**config.mk**
```make
export PLATFORM = sky130hd
export DESIGN_NAME = pc_stack_unit
export DESIGN_NICKNAME = d
export VERILOG_FILES = /design/src/rtl/pc_stack_unit.sv
export SDC_FILE = /design/constraint.sdc
export NUM_CORES = 1
export LEC_CHECK = 0
export BUFFER_PORTS_ARGS = -buffer_cell sky130_fd_sc_hd__buf_2
export CAP_MARGIN = 15
export CORE_MARGIN = 4
export CORE_UTILIZATION = 35
export DETAILED_ROUTE_END_ITERATION = 8
export GPL_TIMING_DRIVEN = 0
export MAX_ROUTING_LAYER = met4
export PLACE_DENSITY = 0.49
export SLEW_MARGIN = 20
export SYNTH_ARGS = -nofsm -noshare
export SYNTH_HDL_FRONTEND = slang
export SYNTH_SLANG_ARGS = --single-unit
```
**constraint.sdc**
```tcl
create_clock -name clk -period 7.5 [get_ports clk]
set_input_delay 1.5 -clock clk [delete_from_list [all_inputs] [get_ports clk]]
set_output_delay 1.5 -clock clk [all_outputs]
set_load 0.05 [all_outputs]
```
**src/rtl/pc_stack_unit.sv**
```systemverilog
// Fetch-stage program counter with an 8-level circular return stack.
// Resolves NEXT/SKIP/GOTO/CALL/RETURN/HOLD once per qualified instruction cycle.
module pc_stack_unit #(
    parameter int DEPTH = 8,
    parameter int PC_W  = 13,
    parameter int TGT_W = 11
) (
    input  logic             clk,
    input  logic             reset,
    input  logic             step,
    input  logic [2:0]       op,
    input  logic [TGT_W-1:0] target,
    input  logic             skip_cond,
    output logic [PC_W-1:0]  pc_out,
    output logic [3:0]       depth,
    output logic             stack_full,
    output logic             stack_empty,
    output logic             ovf,
    output logic             unf
);
    localparam int SP_W = $clog2(DEPTH);
    localparam logic [3:0] FULL_DEPTH = 4'(DEPTH);

    localparam logic [2:0] OP_SKIP = 3'b001;
    localparam logic [2:0] OP_GOTO = 3'b010;
    localparam logic [2:0] OP_CALL = 3'b011;
    localparam logic [2:0] OP_RET  = 3'b100;
    localparam logic [2:0] OP_HOLD = 3'b101;

    logic [DEPTH-1:0][PC_W-1:0] stack;
    logic [SP_W-1:0]            sp;
    logic [SP_W-1:0]            sp_dec;
    logic [PC_W-1:0]            pc_inc;
    logic [PC_W-1:0]            pc_skip;
    logic [PC_W-1:0]            jump;

    assign stack_full  = (depth == FULL_DEPTH);
    assign stack_empty = (depth == 4'd0);

    assign sp_dec  = sp - SP_W'(1);
    assign pc_inc  = pc_out + PC_W'(1);
    assign pc_skip = pc_out + PC_W'(2);
    // Jumps keep the page of the current pc, not of pc+1.
    assign jump    = {pc_out[PC_W-1:TGT_W], target};

    always_ff @(posedge clk or negedge reset) begin
        if (!reset) begin
            pc_out <= '0;
            sp     <= '0;
            depth  <= '0;
            ovf    <= 1'b0;
            unf    <= 1'b0;
            stack  <= '0;
        end else if (step) begin
            case (op)
                OP_SKIP: pc_out <= skip_cond ? pc_skip : pc_inc;
                OP_GOTO: pc_out <= jump;
                OP_CALL: begin
                    // A full stack silently overwrites its oldest entry.
                    stack[sp] <= pc_inc;
                    sp        <= sp + SP_W'(1);
                    pc_out    <= jump;
                    if (stack_full) ovf   <= 1'b1;
                    else            depth <= depth + 4'd1;
                end
                OP_RET: begin
                    // An empty stack still pops whatever stale entry sits below sp.
                    sp     <= sp_dec;
                    pc_out <= stack[sp_dec];
                    if (stack_empty) unf   <= 1'b1;
                    else             depth <= depth - 4'd1;
                end
                OP_HOLD: pc_out <= pc_out;
                default: pc_out <= pc_inc;
            endcase
        end
    end
endmodule
```
# [Yosys cells after proc, flatten, opt, wreduce, memory -nomap -nowiden]
# Index checks and enable logic that the tools add are counted.
[op_classes] n_addsub=6 n_lt_le_gt_ge=3 n_eq_ne=8 muxes=11 bitwise_logic=2 reduce_logical=11
[op_table] op="bitwise mux 104 bit" count=1
[op_table] op="one-hot mux 13 bit (4 select lines)" count=1
[op_table] op="binary-select mux 13 bit (select 3 bit)" count=1
[op_table] op="demux 13 bit (select 3 bit)" count=1
[op_table] op="two-way mux 13 bit" count=3
[op_table] op="adder 13 x 1 -> 13 bit (second input constant)" count=1
[op_table] op="adder 13 x 2 -> 13 bit (second input constant)" count=1
[op_table] op="AND reduction 3 bit" count=3
[op_table] op="less-than comparator 3 x 4 -> 1 bit (second input constant)" count=2
[op_table] op="two-way mux 4 bit" count=2
[op_table] op="one-hot mux 4 bit (2 select lines)" count=1
[op_table] op="equality test 3 x 2 -> 1 bit (second input constant)" count=2
[op_table] op="equality test 3 bit (second input constant)" count=2
[op_table] op="one-hot mux 3 bit (2 select lines)" count=1
[op_table] op="AND reduction 2 bit" count=3
[op_table] op="adder 4 x 1 -> 4 bit (second input constant)" count=1
[op_table] op="equality test 4 bit (second input constant)" count=1
[op_table] op="zero test 4 bit" count=1
[op_table] op="!= test 2 bit (second input constant)" count=2
[op_table] op="AND reduction 4 bit" count=1
[op_table] op="subtractor 4 x 1 -> 4 bit (second input constant)" count=1
[op_table] op="adder 3 x 1 -> 3 bit (second input constant)" count=1
[op_table] op="equality test 3 x 1 -> 1 bit (second input constant)" count=1
[op_table] op=">= comparator 3 x 1 -> 1 bit (second input constant)" count=1
[op_table] op="other kinds (5)" count=6
[totals] ff_bits=126 input_bits=18 output_inout_bits=21 wordCells=55

# [Depth between registers and ports, before layout]
# Gate-level depths: netlist (run 1).
[logic_depth] word_depth=5 mapped_depth=12

# [Least setup slack after synthesis (run 1)]
# OpenSTA, ideal clock, no wires.
[synth_path] kind="reg2out" startpoint="reg depth[0]" endpoint="out stack_full" arrival_time_ps=2505 required_ps=6000 path_slack_ps=3495 path_stages_with_launch=2 path_buffers=0 cell_sequence="dfrtp_1 nor4b_1"
[synth_between] elab_chain_len=1
[synth_rtl] item="start, declared" line="15" source="output logic [3:0] depth,"
[synth_rtl] item="start signal, assigned" line="64" source="else depth <= depth + 4'd1;"
[synth_rtl] item="start signal, assigned" line="71" source="else depth <= depth - 4'd1;"
[synth_rtl] item="equality test 4 bit" line="37" source="assign stack_full = (depth == FULL_DEPTH);"
[synth_rtl] item="end, declared" line="16" source="output logic stack_full,"
# No other way between the ends.

# [Final worst setup path (run 1)]
[layout_path] startpoint="reg sp[0]" endpoint="reg pc_out[3]"
[layout_between] elab_chain_len=4
[layout_rtl] item="start, declared" line="31" source="logic [SP_W-1:0] sp;"
[layout_rtl] item="start signal, assigned" line="61" source="sp <= sp + SP_W'(1);"
[layout_rtl] item="start signal, assigned" line="68" source="sp <= sp_dec;"
[layout_rtl] item="subtractor 3 x 1 -> 3 bit" line="40" source="assign sp_dec = sp - SP_W'(1);"
[layout_rtl] item="via sp_dec[0]" line="32" source="logic [SP_W-1:0] sp_dec;"
[layout_rtl] item="binary-select mux 13 bit (select 3 bit)" line="69" source="pc_out <= stack[sp_dec];"
[layout_rtl] item="two-way mux 13 bit (implied by the code)" line="69"
[layout_rtl] item="one-hot mux 13 bit (4 select lines)" line="55" source="case (op)"
[layout_rtl] item="end signal, assigned" line="56" source="OP_SKIP: pc_out <= skip_cond ? pc_skip : pc_inc;"
[layout_rtl] item="end signal, assigned" line="57" source="OP_GOTO: pc_out <= jump;"
[layout_rtl] item="end signal, assigned" line="69"
[layout_rtl] item="end, declared" line="14" source="output logic [PC_W-1:0] pc_out,"
# The timed path passes the listed nets, and every way through them passes these cells. The select of a mux whose other input is x is not followed.
# A chain may end at the register's enable or synchronous reset.

==> insert_results.sql, run 1 <==
INSERT INTO impl_metrics (metric_group, metric, value, unit) VALUES
('clock_tree', 'cts_buffer_depth', '2', ''),
('clock_tree', 'cts_setup_buffers', '0', ''),
('timing', 'worstMarginPinSlew', '1.14', 'ns'),
('flow_run', 'drv.max_cap_violation_count', '0', ''),
('grt', 'first_pass_grt_wire_length', '31.0', 'mm'),
('critical_path', 'cp_top_family', 'buffers and inverters', ''),
('route', 'routed_via_density', '5.57', ''),
('clock_tree', 'cts.repair.resized', '0', ''),
('floorplan', 'die-width', '144', 'um'),
('grt', 'antenna_found_initial', '0', ''),
('floorplan', 'initial_utilization', '35.7', '%'),
('logic_synthesis', 'ys.warnings.count', '0', ''),
('critical_path', 'cpPeakStageDelay', '0.70', 'ns'),
('route', 'initialDrtViolationCount', '333', ''),
('floorplan', 'placeableCoreArea', '0.0180', 'mm^2'),
('timing', 'timing.final.hold_violations', '0', ''),
('logic_synthesis', 'synthDistinctLibCells', '63', ''),
('grt', 'grt.total_usage', '20.8', '%'),
('final_layout', 'seqCellArea', '0.00315', 'mm^2'),
('critical_path', 'worstReg2RegEnd', 'pc_out[3]$_DFFE_PN0P_', ''),
('critical_path', 'worst-endpoint-arrival', '3.80', 'ns'),
('logic_synthesis', 'ys_dominant_reg_cell', 'sky130_fd_sc_hd__dfrtp_1', ''),
('logic_synthesis', 'synthDominantCellAreaShare', '49.0', '%'),
('logic_synthesis', 'synth_enable_flop_cells', '0', ''),
('hold_path', 'timing.hold.worst_endpoint', 'ovf$_DFFE_PN0P_', ''),
('route', 'postRouteWirelength', '19.9', 'mm'),
('placement', 'port_buffers', '37', ''),
('placement', 'post-dp-hpwl', '14.0', 'mm'),
('final_layout', 'filler_cell_count', '1756', ''),
('critical_path', 'timing.critical_path.cells', 'buf_4 > buf_6 > clkinv_1 > ha_1 > clkbuf_2 > clkbuf_1 > mux4_2 > mux2i_1 > o22ai_1 > a22o_1', ''),
('clock_tree', 'clkSlewWorstSetupHoldPaths', '0.06', 'ns'),
('logic_synthesis', 'yosysSeqAreaShare', '49.0', '%'),
('final_layout', 'finalCoreUtilization', '42.2', '%'),
('timing', 'aggregate_negative_setup_slack', '0', 'ns'),
('critical_path', 'worstPathBufferInverterCount', '5', ''),
('power_and_ir_drop', 'max-vdd-ir-drop', '0.219', 'mV'),
('placement', 'gp_congestion', '0.860', ''),
('clock_tree', 'clock_tree_from_tritoncts', 'built', ''),
('route', 'avg_wl_per_cell', '21.2', 'um'),
('logic_synthesis', 'mappedNetlistArea', '0.00644', 'mm^2'),
('power_and_ir_drop', 'power_per_cell_area', '444', 'mW/mm^2'),
('floorplan', 'design.die.area', '0.0206', 'mm^2'),
('critical_path', 'r2r_cells', '10', ''),
('grt', 'grt_pass1_vias', '5192', ''),
('timing', 'max_freq', '0.286', 'GHz'),
('timing', 'final_setup_vio_count', '0', ''),
('hold_path', 'hold_path_class', 'flip-flop to flip-flop', ''),
('power_and_ir_drop', 'power.total', '3.38', 'mW'),
('logic_synthesis', 'synth_top_area_cell', 'sky130_fd_sc_hd__dfrtp_1', ''),
('timing', 'max-slew-margin-rel', '23.6', '%'),
('final_layout', 'nets', '721', ''),
('status', 'outcome', 'finished, final reports clean', ''),
('grt', 'maximum_number_of_pins_on_one_net_before_global_route_repair', '81', ''),
('critical_path', 'worstSetupEndpointType', 'flip-flop', ''),
('logic_synthesis', 'async_s_r_ff_share_synth', '100', '%'),
('logic_synthesis', 'most_numerous_cell_in_the_yosys_netlist', 'sky130_fd_sc_hd__dfrtp_1', ''),
('clock_tree', 'worstSkewPairLatency', '0.42', 'ns'),
('timing', 'grt_setup_unrepaired', 'false', ''),
('route', 'drt_drc_violations_left', '0', ''),
('logic_synthesis', 'syn_nets', '664', ''),
('placement', 'dp_cells', '906', ''),
('final_layout', 'area_growth_syn_to_layout', '18.3', '%'),
('clock_tree', 'hold_buffers', '0', ''),
('floorplan', 'io_pins', '39', ''),
('floorplan', 'number_of_placement_rows', '49', ''),
('logic_synthesis', 'ys_ff_latch', '126', ''),
('critical_path', 'worst-r2r-setup-slack', '4.00', 'ns'),
('grt', 'grt.overflow.total', '0', ''),
('route', 'antenna_left', '0', ''),
('timing', 'hold_ws', '0.453', 'ns'),
('critical_path', 'r2r_start', 'sp[0]$_DFFE_PN0P_', '');
cells in the final DEF (no fill, tap or decap), drive strengths merged, types with 3 or more instances in the layout:
cell type  instances
dfrtp            126
nand2             83
o21ai             66
buf               66
nor2              64
a21oi             58
clkbuf            41
nand3             26
mux4              20
mux2i             17
xnor2             13
inv               11
xor2              10
a31oi              7
and3               6
nand4              6
ha                 6
bufinv             6
o21a               5
mux2               5
and4               4
a211oi             4
and2               4
nand2b             3
a22o               3
o22ai              3
a221oi             3
a21o               3
a2111oi            3
clkinv             3
worst register-to-register path, stage by stage (launching register included):
cell and delay, ns:
sky130_fd_sc_hd__dfrtp_1 0.36, sky130_fd_sc_hd__buf_4 0.20, sky130_fd_sc_hd__buf_6 0.24, sky130_fd_sc_hd__clkinv_1 0.31, sky130_fd_sc_hd__ha_1 0.39, sky130_fd_sc_hd__clkbuf_2 0.17, sky130_fd_sc_hd__clkbuf_1 0.70, sky130_fd_sc_hd__mux4_2 0.46
sky130_fd_sc_hd__mux2i_1 0.23, sky130_fd_sc_hd__o22ai_1 0.13, sky130_fd_sc_hd__a22o_1 0.19
registers in the layout, summed over array words and instances, names as in the netlist:
register / count
stack: 104
pc_out: 13
depth: 4
sp: 3
ovf: 1
unf: 1
power breakdown:
part,switching (mW),internal [mW]
clock network,0.324,0.628
logic,0.803,0.496
registers,0.177,0.949
total,1.31,2.07
per-layer routing:
metal	global-route usage [%]	wire, um	vias up
li1	-	-	2399
met1	28.3	9160	2650
met2	32.0	9510	151
met3	4.29	1070	20
met4	5.15	184	0
met5	-	0	-
cells by family (layout without fill, tap and decap cells):
logic type                 Yosys count  count (layout)  share of synthesized area [%]
and+or+nand+nor                    210             210                           15.0
AOI/OAI and AO/OA                  172             172                           16.0
DFF                                126             126                           49.0
buffers and inverters               58             128                           4.41
muxes                               42              42                           10.5
xor gates and xnor gates            23              23                           3.36
adders and majority gates            8               8                           1.63
stage by stage:
step	worst slack, ns	area [um^2]
floorplan	3.49	6440
finish	4.00	7610
global route	3.73	7610
CTS	3.97	7610
global placement	3.26	6910
detailed placement	3.86	6950
worst max path at each step:
stage | start | endpoint | slack (ns) | depth (start not counted)
finish | sp[0]$_DFFE_PN0P_ | pc_out[3]$_DFFE_PN0P_ | 4.00 | 10
global route | sp[0]$_DFFE_PN0P_ | pc_out[11]$_DFFE_PN0P_ | 3.73 | 11
CTS | sp[0]$_DFFE_PN0P_ | pc_out[3]$_DFFE_PN0P_ | 3.97 | 10
detailed placement | op[2] | depth[3]$_DFFE_PN0P_ | 3.86 | 10
global placement | reset | stack[76]$_DFFE_PN0P_ | 3.26 | 1
floorplan | depth[0]$_DFFE_PN0P_ | stack_full | 3.49 | 1
area by class of cell:
class | instances | share of cell area [%]
clock inverter | 12 | 3.04
tap | 229 | 3.76
timing repair buffer | 38 | 2.93
buffer | 49 | 3.29
inverter | 9 | 0.444
sequential | 126 | 41.4
clock buffer | 20 | 5.74
multi-input combinational | 455 | 39.4
No activity file was read; power rests on OpenSTA's default activity.
==> run 2, diff against run 1 <==
ABC_AREA = 1   (was unset)
clock period = 3.6 ns   (was 7.5 ns; I/O delays follow)
==> run 2 against run 1 <==
First-iteration DRC count up 48%. Largest cell class unchanged. Fmax up 6.7%. Non-clock buffer count down 11. Die area up 4.9%. Clock-buffer cell count down 3. Synthesized area up 5.2%.
==> insert_results.sql, run 2 <==
INSERT INTO impl_metrics (metric_group, metric, value, unit) VALUES
('status', 'outcome', 'finished, final reports clean', ''),
('logic_synthesis', 'ys_dominant_reg_cell', 'sky130_fd_sc_hd__dfrtp_1', ''),
('grt', 'antenna_found_initial', '0', ''),
('critical_path', 'worst-endpoint-arrival', '3.65', 'ns'),
('placement', 'port_buffers', '38', ''),
('timing', 'grt_setup_unrepaired', 'false', ''),
('final_layout', 'area_growth_syn_to_layout', '17.5', '%'),
('floorplan', 'number_of_placement_rows', '50', ''),
('timing', 'max_freq', '0.305', 'GHz'),
('critical_path', 'timing.critical_path.from_type', 'flip-flop', ''),
('critical_path', 'r2r_cells', '14', ''),
('grt', 'grt.total_usage', '22.3', '%'),
('final_layout', 'filler_cell_count', '1999', ''),
('timing', 'skew', '0.0158', 'ns'),
('logic_synthesis', 'synthDistinctLibCells', '35', ''),
('floorplan', 'initial_utilization', '35.8', '%'),
('flow_run', 'drv.max_cap_violation_count', '0', ''),
('floorplan', 'io_pins', '39', ''),
('logic_synthesis', 'ys_ff_latch', '126', ''),
('clock_tree', 'hold_buffers', '0', ''),
('final_layout', 'fin_cells', '1243', ''),
('clock_tree', 'ctsRootBufferMaster', 'sky130_fd_sc_hd__clkbuf_16', ''),
('clock_tree', 'cts_buffers', '17', ''),
('timing', 'worstMarginPinSlew', '0.908', 'ns'),
('final_layout', 'registers.top_by_ff_count', 'stack', ''),
('final_layout', 'layout.cells.most_common', 'sky130_fd_sc_hd__nand2_1', ''),
('logic_synthesis', 'synthesis.instances', '912', ''),
('logic_synthesis', 'synthDominantCellAreaShare', '46.6', '%'),
('timing', 'finalWorstSetupSlack', '0.321', 'ns'),
('final_layout', 'max_reg_flops', '104', ''),
('critical_path', 'cp_max_fo', '10', ''),
('floorplan', 'placeableCoreArea', '0.0189', 'mm^2'),
('hold_path', 'hold_path_class', 'primary input to async pin', ''),
('floorplan', 'die-width', '147', 'um'),
('timing', 'drv_slew', '0', ''),
('critical_path', 'worstSetupEndpointType', 'flip-flop', ''),
('critical_path', 'cp_common_cell', 'sky130_fd_sc_hd__nand3_1', ''),
('timing', 'timing.final.hold_violations', '0', ''),
('critical_path', 'path_class', 'flip-flop to flip-flop', ''),
('final_layout', 'reg.largest.list', 'stack: 104 flops, pc_out: 13 flops, depth: 4 flops', ''),
('logic_synthesis', 'yosysSeqAreaShare', '46.6', '%'),
('placement', 'post_dp_cell_area', '0.00732', 'mm^2'),
('clock_tree', 'cts_buffer_depth', '2', ''),
('floorplan', 'die-height', '147', 'um'),
('critical_path', 'timing.critical_path.cells', 'buf_2 > inv_2 > buf_2 > buf_4 > ha_1 > clkbuf_1 > inv_1 > clkbuf_1 > nand3_1 > nand3_1 > nand3_1 > nand3_1 > nand2_1 > nand2_1', ''),
('logic_synthesis', 'mappedNetlistArea', '0.00677', 'mm^2'),
('final_layout', 'antennaDiodeCount', '0', ''),
('logic_synthesis', 'most_numerous_cell_in_the_yosys_netlist', 'sky130_fd_sc_hd__nand2_1', ''),
('power_and_ir_drop', 'max-vdd-ir-drop', '0.424', 'mV'),
('route', 'postRouteWirelength', '22.6', 'mm'),
('route', 'vias', '6133', ''),
('logic_synthesis', 'synth_top_area_cell', 'sky130_fd_sc_hd__dfrtp_1', ''),
('placement', 'post-dp-hpwl', '15.7', 'mm'),
('route', 'antenna_left', '0', ''),
('final_layout', 'multi_input_area', '0.00306', 'mm^2'),
('timing', 'period_share', '91.1', '%'),
('logic_synthesis', 'async_s_r_ff_share_synth', '100', '%'),
('clock_tree', 'clock-sinks', '126', ''),
('timing', 'final_setup_vio_count', '0', ''),
('clock_tree', 'ctsHtreeMaxLevel', '4', ''),
('final_layout', 'seqCellArea', '0.00315', 'mm^2'),
('power_and_ir_drop', 'p_leak', '3.94', 'nW'),
('clock_tree', 'worstSkewPairLatency', '0.44', 'ns'),
('placement', 'post_place_setup_slack', '0.314', 'ns'),
('route', 'drt_pass1_iterations', '5', ''),
('grt', 'grt_pass1_vias', '5990', ''),
('route', 'avg_wl_per_cell', '18.1', 'um'),
('critical_path', 'critical_path.slowest_cell', 'sky130_fd_sc_hd__clkbuf_1', ''),
('logic_synthesis', 'synth_enable_flop_cells', '0', ''),
('timing', 'hold_ws', '0.211', 'ns'),
('route', 'drt_drc_violations_left', '0', ''),
('placement', 'dp_cells', '1211', ''),
('final_layout', 'fin_area', '0.00796', 'mm^2'),
('grt', 'grt.overflow.total', '0', ''),
('floorplan', 'design.die.area', '0.0216', 'mm^2'),
('final_layout', 'nets', '995', ''),
('logic_synthesis', 'synth.avg_cell_area', '7.42', 'um^2'),
('route', 'routed_via_density', '4.93', ''),
('logic_synthesis', 'synth_top_cells_by_area', 'sky130_fd_sc_hd__dfrtp_1 (47%), sky130_fd_sc_hd__nand2_1 (16%), sky130_fd_sc_hd__o21ai_0 (8.9%)', ''),
('route', 'initialDrtViolationCount', '494', ''),
('clock_tree', 'cts_setup_buffers', '0', ''),
('timing', 'max-slew-margin-rel', '39.0', '%'),
('logic_synthesis', 'ys_top_cells_by_count', 'sky130_fd_sc_hd__nand2_1 (282), sky130_fd_sc_hd__dfrtp_1 (126), sky130_fd_sc_hd__o21ai_0 (120)', ''),
('critical_path', 'cp.required', '3.97', 'ns'),
('power_and_ir_drop', 'power.total', '7.53', 'mW'),
('final_layout', 'final_cell_mix', 'sky130_fd_sc_hd__nand2_1 (282), sky130_fd_sc_hd__dfrtp_1 (126), sky130_fd_sc_hd__o21ai_0 (120)', ''),
('logic_synthesis', 'syn_nets', '937', ''),
('final_layout', 'drive_gt1_share', '12.7', '%'),
('grt', 'maximum_number_of_pins_on_one_net_before_global_route_repair', '72', ''),
('logic_synthesis', 'ys.warnings.count', '0', ''),
('placement', 'gp_congestion', '0.868', ''),
('timing', 'period_minus_slack', '3.28', 'ns'),
('power_and_ir_drop', 'power_per_cell_area', '947', 'mW/mm^2'),
('clock_tree', 'clock_tree_from_tritoncts', 'built', ''),
('clock_tree', 'clkSlewWorstSetupHoldPaths', '0.06', 'ns'),
('critical_path', 'cpPeakStageDelay', '0.57', 'ns'),
('grt', 'first_pass_grt_wire_length', '35.4', 'mm'),
('clock_tree', 'cts.repair.resized', '0', '');
[run 2: changes by cell type after synthesis, sizes merged, moves of 21 or more]
cell / delta
o21ai: +73
inv: +87
nor2: +21
nand3: +42
nand2: +205
a21oi: -29
[run 2: report_power, final]
group	internal [mW]	switching, mW
combinational	0.943	2.35
clock	1.17	0.719
sequential	2.00	0.355
total	4.11	3.42
[run 2: worst paths after layout]
check / endpoint / slack (ns) / startpoint
max in group asynchronous: stack[81]$_DFFE_PN0P_ / 2.67 / reset
min in group clk: unf$_DFFE_PN0P_ / 0.46 / unf$_DFFE_PN0P_
setup reg to reg: pc_out[11]$_DFFE_PN0P_ / 0.32 / sp[0]$_DFFE_PN0P_
hold reg to reg: unf$_DFFE_PN0P_ / 0.46 / unf$_DFFE_PN0P_
setup / recovery: pc_out[11]$_DFFE_PN0P_ / 0.32 / sp[0]$_DFFE_PN0P_
hold / removal: depth[0]$_DFFE_PN0P_ / 0.21 / reset
[run 2: per-stage QoR]
| stage | util, % | TNS, ns |
|---|---|---|
| after floorplan | - | 0 |
| after global placement | 38.6 | -12.06 |
| after detailed placement | 38.8 | 0 |
| after CTS | 42.1 | 0 |
| after global routing | 42.1 | 0 |
| final | 42.1 | 0 |
[run 2: final cells by class]
type,instances,area share (%)
multi-input cells,650,38.5
flip-flops and latches,126,39.6
plain buffers,37,2.30
well taps,260,4.09
clock inverters,15,2.63
repair buffers,39,2.86
inverters,99,4.69
clock buffers,17,5.35
[run 2: per-layer routing]
metal,vias up,wire length [um],part of all wire (%),GRT usage [%]
li1,3030,-,-,-
met1,2919,10800,48,30.7
met2,151,10300,46,33.5
met3,33,1080,4.8,4.01
met4,0,401,1.8,6.99
met5,-,0,0,-
[run 2: kinds of logic (layout without fill, tap and decap cells)]
family	after synthesis	in the layout	synth area share [%]
simple gates	452	452	28.2
compound gates	177	177	13.5
buf+inv	136	207	8.21
flops	126	126	46.6
xor+xnor	13	13	1.90
fa+ha+maj	7	7	1.40
mux	1	1	0.148
[run 2: worst max-delay path, delay by kind of cell, from the launching register on]
kind	cells	cell delay, ns
DFF	1	0.39
and+or+nand+nor	6	0.68
adders and majority gates	1	0.25
buffers and inverters	7	1.88
==> run 3, diff against run 2 <==
ABC_AREA = unset   (was 1)
==> run 3 against run 2 <==
Global-route usage shrank 1.5 points. Sequential share of layout area grew 1.8 points. First-iteration DRC count shrank 32%. Sequential cell count is the same. Largest cell class unchanged. Register-to-register slack gained 0.02 ns.
==> insert_results.sql, run 3 (synthesis results as in run 1) <==
INSERT INTO impl_metrics (metric_group, metric, value, unit) VALUES
('placement', 'post_place_setup_slack', '0.103', 'ns'),
('floorplan', 'io_pins', '39', ''),
('grt', 'antenna_found_initial', '0', ''),
('placement', 'dp_cells', '906', ''),
('final_layout', 'nets', '721', ''),
('clock_tree', 'hold_buffers', '0', ''),
('critical_path', 'timing.critical_path.cells', 'buf_4 > buf_6 > clkinv_1 > ha_1 > clkbuf_2 > buf_2 > mux2i_1 > nand3_1 > and4_1 > o21ai_0 > o311ai_2', ''),
('timing', 'timing.final.hold_violations', '0', ''),
('final_layout', 'fin_cells', '938', ''),
('grt', 'grt.overflow.total', '0', ''),
('final_layout', 'antennaDiodeCount', '0', ''),
('critical_path', 'cp_max_fo', '10', ''),
('final_layout', 'registers.top_by_ff_count', 'stack', ''),
('timing', 'period_share', '90.6', '%'),
('critical_path', 'critical_path.slowest_cell', 'sky130_fd_sc_hd__ha_1', ''),
('clock_tree', 'clock_tree_from_tritoncts', 'built', ''),
('floorplan', 'placeableCoreArea', '0.0180', 'mm^2'),
('final_layout', 'max_reg_flops', '104', ''),
('grt', 'grt_pass1_vias', '5192', ''),
('route', 'initialDrtViolationCount', '335', ''),
('critical_path', 'cp.required', '3.86', 'ns'),
('clock_tree', 'cts_setup_buffers', '0', ''),
('timing', 'max_freq', '0.307', 'GHz'),
('clock_tree', 'ctsRootBufferMaster', 'sky130_fd_sc_hd__clkbuf_16', ''),
('critical_path', 'path_class', 'flip-flop to flip-flop', ''),
('placement', 'post-dp-hpwl', '14.0', 'mm'),
('power_and_ir_drop', 'power_per_cell_area', '924', 'mW/mm^2'),
('flow_run', 'drv.max_cap_violation_count', '0', ''),
('timing', 'max-slew-margin-rel', '24.6', '%'),
('critical_path', 'timing.critical_path.from_type', 'flip-flop', ''),
('critical_path', 'worstSetupEndpointType', 'flip-flop', ''),
('final_layout', 'final_cell_mix', 'sky130_fd_sc_hd__dfrtp_1 (126), sky130_fd_sc_hd__nand2_1 (83), sky130_fd_sc_hd__o21ai_0 (65)', ''),
('hold_path', 'hold_path_class', 'primary input to async pin', ''),
('grt', 'globalRoute.busiestLayer', 'met2', ''),
('critical_path', 'cp_top_family', 'buffers and inverters', ''),
('clock_tree', 'ctsHtreeMaxLevel', '4', ''),
('grt', 'met2_track_demand_over_resource', '32.0', '%'),
('route', 'antenna_left', '0', ''),
('placement', 'gp_congestion', '0.860', ''),
('timing', 'final_setup_vio_count', '0', ''),
('clock_tree', 'cts_buffer_depth', '2', ''),
('grt', 'maximum_number_of_pins_on_one_net_before_global_route_repair', '81', ''),
('floorplan', 'die-width', '144', 'um'),
('floorplan', 'die-height', '144', 'um'),
('floorplan', 'number_of_placement_rows', '49', ''),
('grt', 'first_pass_grt_wire_length', '31.0', 'mm'),
('final_layout', 'reg.largest.list', 'stack: 104 flops, pc_out: 13 flops, depth: 4 flops', ''),
('final_layout', 'filler_cell_count', '1756', ''),
('final_layout', 'drive_gt1_share', '19.7', '%'),
('floorplan', 'initial_utilization', '35.7', '%'),
('grt', 'grt.total_usage', '20.8', '%'),
('final_layout', 'layout.cells.most_common', 'sky130_fd_sc_hd__dfrtp_1', ''),
('clock_tree', 'clock-sinks', '126', ''),
('critical_path', 'worst-endpoint-arrival', '3.52', 'ns'),
('timing', 'aggregate_negative_setup_slack', '0', 'ns'),
('critical_path', 'cpPeakStageDelay', '0.39', 'ns'),
('route', 'avg_wl_per_cell', '21.3', 'um'),
('route', 'drt_pass1_iterations', '5', ''),
('clock_tree', 'worstSkewPairLatency', '0.42', 'ns'),
('route', 'vias', '5255', ''),
('grt', 'grt_use_met1', '28.3', '%'),
('timing', 'period_minus_slack', '3.26', 'ns'),
('timing', 'grt_setup_unrepaired', 'false', ''),
('timing', 'finalWorstSetupSlack', '0.339', 'ns'),
('clock_tree', 'cts_buffers', '17', ''),
('power_and_ir_drop', 'p_leak', '3.34', 'nW'),
('grt', 'grtUsageMet3', '4.29', '%'),
('timing', 'hold_ws', '0.177', 'ns'),
('placement', 'port_buffers', '37', ''),
('route', 'postRouteWirelength', '19.9', 'mm'),
('status', 'outcome', 'finished, final reports clean', ''),
('clock_tree', 'clkSlewWorstSetupHoldPaths', '0.06', 'ns'),
('final_layout', 'area_growth_syn_to_layout', '18.3', '%'),
('power_and_ir_drop', 'max-vdd-ir-drop', '0.456', 'mV'),
('route', 'drt_drc_violations_left', '0', ''),
('critical_path', 'worstPathBufferInverterCount', '5', ''),
('timing', 'worstMarginPinSlew', '1.12', 'ns'),
('floorplan', 'design.die.area', '0.0206', 'mm^2'),
('timing', 'drv_slew', '0', ''),
('timing', 'skew', '0.00880', 'ns'),
('route', 'routed_via_density', '5.60', '');
-- run 3: cell types whose count changed in the layout (fill, tap and decap cells not counted), sizes merged, moves of 12 or more --
cell	change
a21oi	+29
clkbuf	+12
nand2	-205
nand3	-42
o21ai	-73
mux2i	+16
inv	-89
nor2	-21
mux4	+20
-- run 3: metrics by stage --
| stage | power (mW) | area (um^2) | util [%] |
|---|---|---|---|
| after global routing | 7.48 | 7610 | 42.2 |
| after floorplan | 4.25 | 6440 | - |
| after CTS | 7.08 | 7610 | 42.2 |
| after detailed placement | 5.08 | 6950 | 38.5 |
| final | 7.04 | 7610 | 42.2 |
| after global placement | 4.99 | 6910 | 38.3 |
-- run 3: worst paths after layout --
kind,from,end,slack [ns],depth (start not counted)
setup / recovery,sp[0]$_DFFE_PN0P_,pc_out[12]$_DFFE_PN0P_,0.34,11
hold / removal,reset,depth[0]$_DFFE_PN0P_,0.18,1
setup reg to reg,sp[0]$_DFFE_PN0P_,pc_out[12]$_DFFE_PN0P_,0.34,11
hold reg to reg,ovf$_DFFE_PN0P_,ovf$_DFFE_PN0P_,0.45,1
max in group asynchronous,reset,stack[75]$_DFFE_PN0P_,2.71,2
min in group clk,ovf$_DFFE_PN0P_,ovf$_DFFE_PN0P_,0.45,1
-- run 3: where the power goes --
| part | internal [mW] | switching (mW) | total [mW] |
|---|---|---|---|
| Clock | 1.31 | 0.676 | 1.98 |
| Combinational | 1.03 | 1.67 | 2.71 |
| Sequential | 1.98 | 0.370 | 2.35 |
| Total | 4.32 | 2.72 | 7.04 |
-- run 3: cell type report --
class | instances | area, um^2 | area share, %
clock inverter | 12 | 231 | 3.04
multi-input combinational | 455 | 3000 | 39.4
inverter | 9 | 33.8 | 0.444
sequential | 126 | 3150 | 41.4
clock buffer | 20 | 437 | 5.73
timing repair buffer | 38 | 223 | 2.92
tap | 229 | 287 | 3.76
buffer | 49 | 251 | 3.30
-- run 3: timing repair --
item	CTS	global route
resized for setup	0	3
setup endpoints to repair	0	5
endpoints found under the hold margin	0	0
-- run 3: worst reg2reg max path: stages (launching register included) --
cell and delay [ns]:
sky130_fd_sc_hd__dfrtp_1 0.36, sky130_fd_sc_hd__buf_4 0.20, sky130_fd_sc_hd__buf_6 0.24, sky130_fd_sc_hd__clkinv_1 0.31, sky130_fd_sc_hd__ha_1 0.39, sky130_fd_sc_hd__clkbuf_2 0.17, sky130_fd_sc_hd__buf_2 0.37, sky130_fd_sc_hd__mux2i_1 0.28
sky130_fd_sc_hd__nand3_1 0.10, sky130_fd_sc_hd__and4_1 0.29, sky130_fd_sc_hd__o21ai_0 0.26, sky130_fd_sc_hd__o311ai_2 0.14
-- run 3: layer usage --
layer | up-vias | routed length [um]
li1 | 2399 | -
met1 | 2663 | 9150
met2 | 161 | 9420
met3 | 32 | 1100
met4 | 0 | 269
met5 | - | 0
